$ cat src/rtl/tuser_in_fsm.sv
// AXIS ingress stage ahead of the SDNet engine: two-slot skid buffer for packet
// beats plus capture of the first-beat tuser as the engine's input tuple.
module tuser_in_fsm #(
  parameter int DATA_W  = 256,
  parameter int KEEP_W  = 32,
  parameter int TUSER_W = 128,
  parameter int CNT_W   = 32
) (
  input  logic               tin_aclk,
  input  logic               tin_arst,
  input  logic               tin_avalid,
  output logic               tin_aready,
  input  logic [DATA_W-1:0]  tin_adata,
  input  logic [KEEP_W-1:0]  tin_akeep,
  input  logic               tin_atlast,
  input  logic [TUSER_W-1:0] tin_atuser,
  output logic               tin_bvalid,
  input  logic               tin_bready,
  output logic [DATA_W-1:0]  tin_bdata,
  output logic [KEEP_W-1:0]  tin_bkeep,
  output logic               tin_btlast,
  output logic               tin_valid,
  output logic [TUSER_W-1:0] tin_data,
  output logic [CNT_W-1:0]   pkt_cnt,
  output logic [2:0]         dbg_state
);

  localparam logic [2:0] IDLE = 3'b000;
  localparam logic [2:0] BODY = 3'b001;

  logic [2:0]         state, state_nx;
  logic               aready_r;

  logic               main_valid;
  logic [DATA_W-1:0]  main_data;
  logic [KEEP_W-1:0]  main_keep;
  logic               main_last;
  logic               main_first;
  logic [TUSER_W-1:0] main_tuser;

  logic               skid_valid, skid_valid_nx;
  logic [DATA_W-1:0]  skid_data;
  logic [KEEP_W-1:0]  skid_keep;
  logic               skid_last;
  logic               skid_first;
  logic [TUSER_W-1:0] skid_tuser;

  logic in_xfer, out_xfer, main_load, in_first;

  assign in_xfer   = tin_avalid & aready_r;
  assign out_xfer  = main_valid & tin_bready;
  assign main_load = ~main_valid | out_xfer;
  assign in_first  = (state != BODY);

  always_comb begin
    state_nx = IDLE;
    case (state)
      IDLE:    state_nx = (in_xfer & ~tin_atlast) ? BODY : IDLE;
      BODY:    state_nx = (in_xfer & tin_atlast)  ? IDLE : BODY;
      default: state_nx = IDLE;
    endcase
  end

  // Skid only fills while main is held; whenever main can load, the skid
  // (if occupied) empties into it, and ready was already low so no input arrives.
  always_comb begin
    skid_valid_nx = skid_valid;
    if (main_load)
      skid_valid_nx = 1'b0;
    else if (in_xfer)
      skid_valid_nx = 1'b1;
  end

  always_ff @(posedge tin_aclk or negedge tin_arst) begin
    if (!tin_arst) begin
      state      <= IDLE;
      aready_r   <= 1'b0;
      skid_valid <= 1'b0;
      pkt_cnt    <= '0;
    end else begin
      state      <= state_nx;
      aready_r   <= ~skid_valid_nx;
      skid_valid <= skid_valid_nx;
      if (out_xfer && main_last)
        pkt_cnt <= pkt_cnt + CNT_W'(1);
    end
  end

  always_ff @(posedge tin_aclk or negedge tin_arst) begin
    if (!tin_arst) begin
      main_valid <= 1'b0;
      main_data  <= '0;
      main_keep  <= '0;
      main_last  <= 1'b0;
      main_first <= 1'b0;
      main_tuser <= '0;
    end else if (main_load) begin
      if (skid_valid) begin
        main_valid <= 1'b1;
        main_data  <= skid_data;
        main_keep  <= skid_keep;
        main_last  <= skid_last;
        main_first <= skid_first;
        if (skid_first)
          main_tuser <= skid_tuser;
      end else if (in_xfer) begin
        main_valid <= 1'b1;
        main_data  <= tin_adata;
        main_keep  <= tin_akeep;
        main_last  <= tin_atlast;
        main_first <= in_first;
        if (in_first)
          main_tuser <= tin_atuser;
      end else begin
        main_valid <= 1'b0;
      end
    end
  end

  always_ff @(posedge tin_aclk or negedge tin_arst) begin
    if (!tin_arst) begin
      skid_data  <= '0;
      skid_keep  <= '0;
      skid_last  <= 1'b0;
      skid_first <= 1'b0;
      skid_tuser <= '0;
    end else if (!main_load && in_xfer) begin
      skid_data  <= tin_adata;
      skid_keep  <= tin_akeep;
      skid_last  <= tin_atlast;
      skid_first <= in_first;
      if (in_first)
        skid_tuser <= tin_atuser;
    end
  end

  assign tin_aready = aready_r;
  assign tin_bvalid = main_valid;
  assign tin_bdata  = main_data;
  assign tin_bkeep  = main_keep;
  assign tin_btlast = main_last;
  assign tin_valid  = main_valid & main_first;
  assign tin_data   = main_tuser;
  assign dbg_state  = state;

endmodule

$ cat config.mk
export PLATFORM = sky130hd
export DESIGN_NAME = tuser_in_fsm
export DESIGN_NICKNAME = d
export VERILOG_FILES = /design/src/rtl/tuser_in_fsm.sv
export SDC_FILE = /design/constraint.sdc
export NUM_CORES = 1
export LEC_CHECK = 0
export CAP_MARGIN = 20
export CORE_UTILIZATION = 30
export DETAILED_ROUTE_END_ITERATION = 7
export HOLD_SLACK_MARGIN = 0.12
export PLACE_DENSITY = 0.61
export SLEW_MARGIN = 30
export SYNTH_ARGS = -nofsm -noshare
export SYNTH_HDL_FRONTEND = slang
export SYNTH_SLANG_ARGS = --single-unit
$ cat constraint.sdc
create_clock -name tin_aclk -period 2.3 [get_ports tin_aclk]
set_input_delay 0.46 -clock tin_aclk [delete_from_list [all_inputs] [get_ports tin_aclk]]
set_output_delay 0.46 -clock tin_aclk [all_outputs]
set_load 0.03 [all_outputs]
Word-level counts from Yosys, hierarchy flattened
Cells that the tools add are included.
{ "classes": {"addsub": 1, "multipliers": 0, "div": 0, "order_cmp": 0, "eq_ne": 3, "n_shift": 0, "muxes": 19, "bitwise_logic": 9, "reduce_logical": 9} }
{ "op_table": {"columns": ["operator", "count"], "rows": [
  ["2-to-1 mux 128 bit", 4],
  ["2-to-1 mux 256 bit", 2],
  ["2-to-1 mux 32 bit", 2],
  ["adder 32 x 1 -> 32 bit (second input constant)", 1],
  ["2-to-1 mux 1 bit", 10],
  ["AND 1 bit", 5],
  ["AND reduction 2 bit", 2],
  ["AND reduction 4 bit", 1],
  ["nonzero test 2 bit", 2],
  ["== test 3 x 1 -> 1 bit (second input constant)", 1],
  ["logical NOT 3 bit", 1],
  ["inequality test 3 x 1 -> 1 bit (second input constant)", 1],
  ["NOT 1 bit", 3],
  ["logical AND 1 bit", 2],
  ["inequality test 2 x 1 -> 1 bit (second input constant)", 1],
  ["one-hot mux 1 bit (2 select lines)", 1],
  ["logical NOT 1 bit", 1],
  ["OR 1 bit", 1]
]} }
{ "word_totals": {"register_bits": 874, "latchBits": 0, "mem_bits_rw": 0, "romBits": 0, "input_bits": 421, "wordCells": 56, "memories": 0} }

Logic depth before layout (Yosys ltp)
{ "depth": {"word_depth": 5, "depth_mapped": 9, "ltp_nobuf": 5} }

Worst setup path before layout
No wires, ideal clock.
{ "synth_timing": {"path_type": "register to register", "from": "register main_valid (netlist: tin_bvalid)", "to": "register skid_tuser[118]", "setup_ns": 0.125, "t_arrival_ns": 1.751, "required_time_ns": 2.175, "path_slack_ns": 0.424, "stages_incl_launch_ff": 7, "period_less_slack_ns": 1.876, "path_cell_list": "dfrtp_1 and2b_1 nand3_1 nor2_1 buf_2 buf_4 mux2_2"} }
{ "synth_via": {"elab_chain_len": 5, "elab_cells_between_ends": 6} }
{ "synth_rtl": {"columns": ["element", "line_no", "rtl"], "rows": [
  ["from (decl)", "34", "logic main_valid;"],
  ["from (signal assigned)", "91", "main_valid <= 1'b0;"],
  ["from (signal assigned)", "99", "main_valid <= 1'b1;"],
  ["from (signal assigned)", "107", "main_valid <= 1'b1;"],
  ["AND 1 bit or NOT 1 bit (tied branches)", "51, 52", null],
  ["OR 1 bit *", "52", "assign main_load = ~main_valid | out_xfer;"],
  ["logical NOT 1 bit *", "127", "end else if (!main_load && in_xfer) begin"],
  ["logical AND 1 bit *", "127", null],
  ["AND reduction 2 bit (no line) *", null, null],
  ["to (signal assigned)", "133", "skid_tuser <= tin_atuser;"],
  ["to (decl)", "46", "logic [TUSER_W-1:0] skid_tuser;"]
]} }
Mark *: on every way between the ends. The rest lies on a longest branch, timed or not.
A chain may end at the register's enable or synchronous reset.

Final worst setup path
{ "layout_timing": {"from": "register main_data[107] (netlist: tin_bdata[107])", "to": "output tin_bdata[107]"} }
{ "layout_lines": {"columns": ["element", "line_no", "rtl"], "rows": [
  ["from (decl)", "35", "logic [DATA_W-1:0] main_data;"],
  ["from (signal assigned)", "100", "main_data <= skid_data;"],
  ["from (signal assigned)", "108", "main_data <= tin_adata;"],
  ["to (decl)", "19", "output logic [DATA_W-1:0] tin_bdata,"]
]} }
No word-level cell between the ends.

==> impl_metrics.toml <==
[synthesis]
synth_area_leaders = "dfrtp_1, mux2_2, mux2i_1, o21ai_0, nand2_1"
avgSynthCellArea_um2 = 12.70
syn-instance-count = 2839
yosysSeqAreaShare_pct = 60.53
ys_warn_count = 0
synth_seq_cells = 872
yosysTopAreaCellShare_pct = 60.53
ys_types = 32
yosysTopAreaCell = "dfrtp_1"
netlist_area_um2 = 36050

[critical_path]
worstPathCellList = "clkdlybuf4s50_1"
r2r_slack_ns = 0.33
crit_family = "buffers and inverters"
critPathLaunchType = "flip-flop"
crit_buf_inv = 1
cp_slowest_cell = "clkdlybuf4s50_1"
worst_setup_path_end_kind = "output port"
worstSetupPathType = "reg -> out"
worstPathMaxFanout = 2
worstPathRequired_ns = 1.84
slowest_delay_ns = 0.77
arrival_ns = 1.77

[sta]
skew_ns = 0.03983
setup-tns-final_ns = 0
final_max_slew_viol_count = 0
fin_crit_ns = 2.232
max_freq_mhz = 448.1
finalSetupViolCount = 0
slew_headroom_pct = 56.27
rsz0062_at_grt = "false"
worst_hold_slack_ns = 0.3320
finalHoldViolations = 0
fin_ws_ns = 0.06816
worstMarginPinSlew_ns = 0.6377
timing.final.crit_share_pct = 97.04

[global_route]
track_usage_pct = 16.92
grt_antenna_before_repair = 26
grt_start_max_net_pins = 96
grt_pass1_vias = 25590
grt_overflow = 0
grt_pass1_wl_mm = 158.2

[power]
power.share.sequential_pct = 39.7
p_sw_share_pct = 34.48
p_leak_nw = 21.50
ir_worst_vdd_mv = 0.6743
clockPowerShare_pct = 26.7
p_int_w = 0.03839
p_comb_share_pct = 33.6
power_density_nw_per_um2 = 1150
p_switching_w = 0.02021

[floorplanning]
chipWidth_um = 348.7
rows = 126
start_util_pct = 30.41
dieArea_um2 = 121600
ios = 876
die_h_um = 348.7
core-area_um2 = 118600

[clock_network]
root_buffer = "clkbuf_16"
clkLatencyLatePin_ns = 0.67
clkSinkCount = 872
cts_tree = "yes"
clockBufferDepth = 3
clk_pin_slew_worst_paths_ns = 0.06
cts_setup_buffers = 0
cts.htree.levels = 3
cts_inserted_buffers = 97

[routing]
wire_per_inst_um = 19.14
drtIter0Drc = 1054
ant_nets = 0
wl_mm = 104.8
vias = 25140
viasPerCell = 4.593
drc_errors = 0
drtPass1Iterations = 5

[finish]
design_area_um2 = 50930
syn2layout_area_growth_pct = 41.28
layout_common_cells = "dfrtp_1, clkdlybuf4s50_1, mux2_2"
regArea_um2 = 21820
layout_commonest_cell = "dfrtp_1"
post-route-util_pct = 42.96
layout-drive-gt1-share_pct = 19.23
final_nets = 4216
nFillCells = 11160
multi_input_comb_area_um2 = 13310

[place]
dp_hpwl_mm = 78.02
io_buffer_count = 873
placed_area_um2 = 47750
place_congestion = 0.8056
place_ws_ns = -0.05687

[run_status]
outcome = "finished clean"

[job]
cap_violations = 0

[worst_hold_path]
holdCritPathClass = "in -> async"
## layer usage
layer / GRT usage [%] / up-vias / wire length [um]
li1: - / 11830 / -
met1: 20.87 / 12420 / 43750
met2: 27.98 / 699 / 50210
met3: 5.094 / 165 / 7675
met4: 5.863 / 26 / 2978
met5: 0 / - / 165
## cell usage after synthesis
| cell | instances |
|---|---|
| a211oi_2 | 1 |
| a21o_1 | 3 |
| a21oi_1 | 130 |
| a31oi_1 | 1 |
| and2_1 | 2 |
| and2b_1 | 1 |
| and3_1 | 5 |
| and4_1 | 1 |
| buf_1 | 1 |
| buf_2 | 80 |
| buf_4 | 35 |
| buf_6 | 2 |
| clkbuf_1 | 69 |
| conb_1 | 1 |
| dfrtp_1 | 872 |
| ha_1 | 1 |
| inv_1 | 3 |
| mux2_2 | 418 |
| mux2i_1 | 417 |
| nand2_1 | 301 |
| nand2b_1 | 1 |
| nand3_1 | 15 |
| nand4_1 | 17 |
| nor2_1 | 134 |
| nor3_1 | 3 |
| nor4_1 | 1 |
| nor4_2 | 1 |
| nor4_4 | 2 |
| o21ai_0 | 289 |
| or2_1 | 1 |
| xnor2_1 | 26 |
| xor2_1 | 5 |
## worst reg2reg max path, stage by stage, from the launching register on
cell,delay [ns]
dfrtp_4,0.51
buf_12,0.28
buf_12,0.43
mux2i_1,0.50
o21ai_0,0.12
## power groups by stage
stage          Sequential, W  Clock [W]  Combinational, W
2_1_floorplan         0.0281          0           0.00602
3_3_place_gp          0.0234          0            0.0199
3_5_place_dp          0.0235          0            0.0201
4_1_cts               0.0233     0.0161            0.0199
5_1_grt               0.0239     0.0168            0.0209
6_report              0.0233     0.0156            0.0197
## state kept, by name (all words and copies together) (netlist names), named ones only
| register | cells |
|---|---|
| skid_data | 256 |
| tin_bdata | 256 |
| skid_tuser | 128 |
| tin_data | 128 |
| pkt_cnt | 32 |
| skid_keep | 32 |
| tin_bkeep | 32 |
| main_first | 1 |
| skid_first | 1 |
| skid_last | 1 |
| skid_valid | 1 |
| tin_aready | 1 |
| tin_btlast | 1 |
| tin_bvalid | 1 |
## repair_timing
| action | 4_1_cts | 5_1_grt |
|---|---|---|
| endpoints found under the hold margin | 226 | 0 |
| hold buffers | 1 | 0 |
| endpoints found under the setup margin | 80 | 11 |
| pin swaps | 0 | 0 |
| resized for setup | 81 | 11 |
## worst paths after layout
kind	startpoint	end	cells past startpoint
worst max-delay path	tin_bdata[107]	tin_bdata[107]	1
worst min-delay path	tin_arst	tin_data[112]	2
worst max register to register	skid_valid	tin_bdata[197]	4
worst min register to register	main_first	main_first	1
max in group asynchronous	tin_arst	tin_bdata[116]	3
min in group tin_aclk	tin_adata[66]	skid_data[66]	2
## area by class of cell
| type | instances | area share [%] |
|---|---|---|
| Tap cell | 1600 | 3.931 |
| Clock buffer | 139 | 5.532 |
| Antenna cell | 11 | 0.05404 |
| Multi-Input combinational cell | 1778 | 26.13 |
| Timing Repair Buffer | 1042 | 20.69 |
| Clock inverter | 29 | 0.7935 |
| Sequential cell | 872 | 42.85 |
| Inverter | 3 | 0.02211 |
## kinds of logic (layout without fill, tap and decap cells)
logic type / after synthesis / after routing / synth area share (%)
flip-flops: 872 / 872 / 60.53
multiplexers: 835 / 835 / 24.63
AND/OR/NAND/NOR: 485 / 485 / 5.445
AO/OA/AOI/OAI: 424 / 424 / 5.931
buffers and inverters: 190 / 1213 / 2.662
XOR/XNOR: 31 / 31 / 0.7531
adder cells (fa/ha/maj): 1 / 1 / 0.03470
other: 1 / 13 / 0.01040
## through the flow
step	power [W]	std cells
finish	0.05860	5474
global route	0.06158	5471
CTS	0.05937	5463
detailed placement	0.04363	5294
global placement	0.04326	5294
floorplan	0.03407	2840
Note: power is estimated with default switching activity, not from simulation.
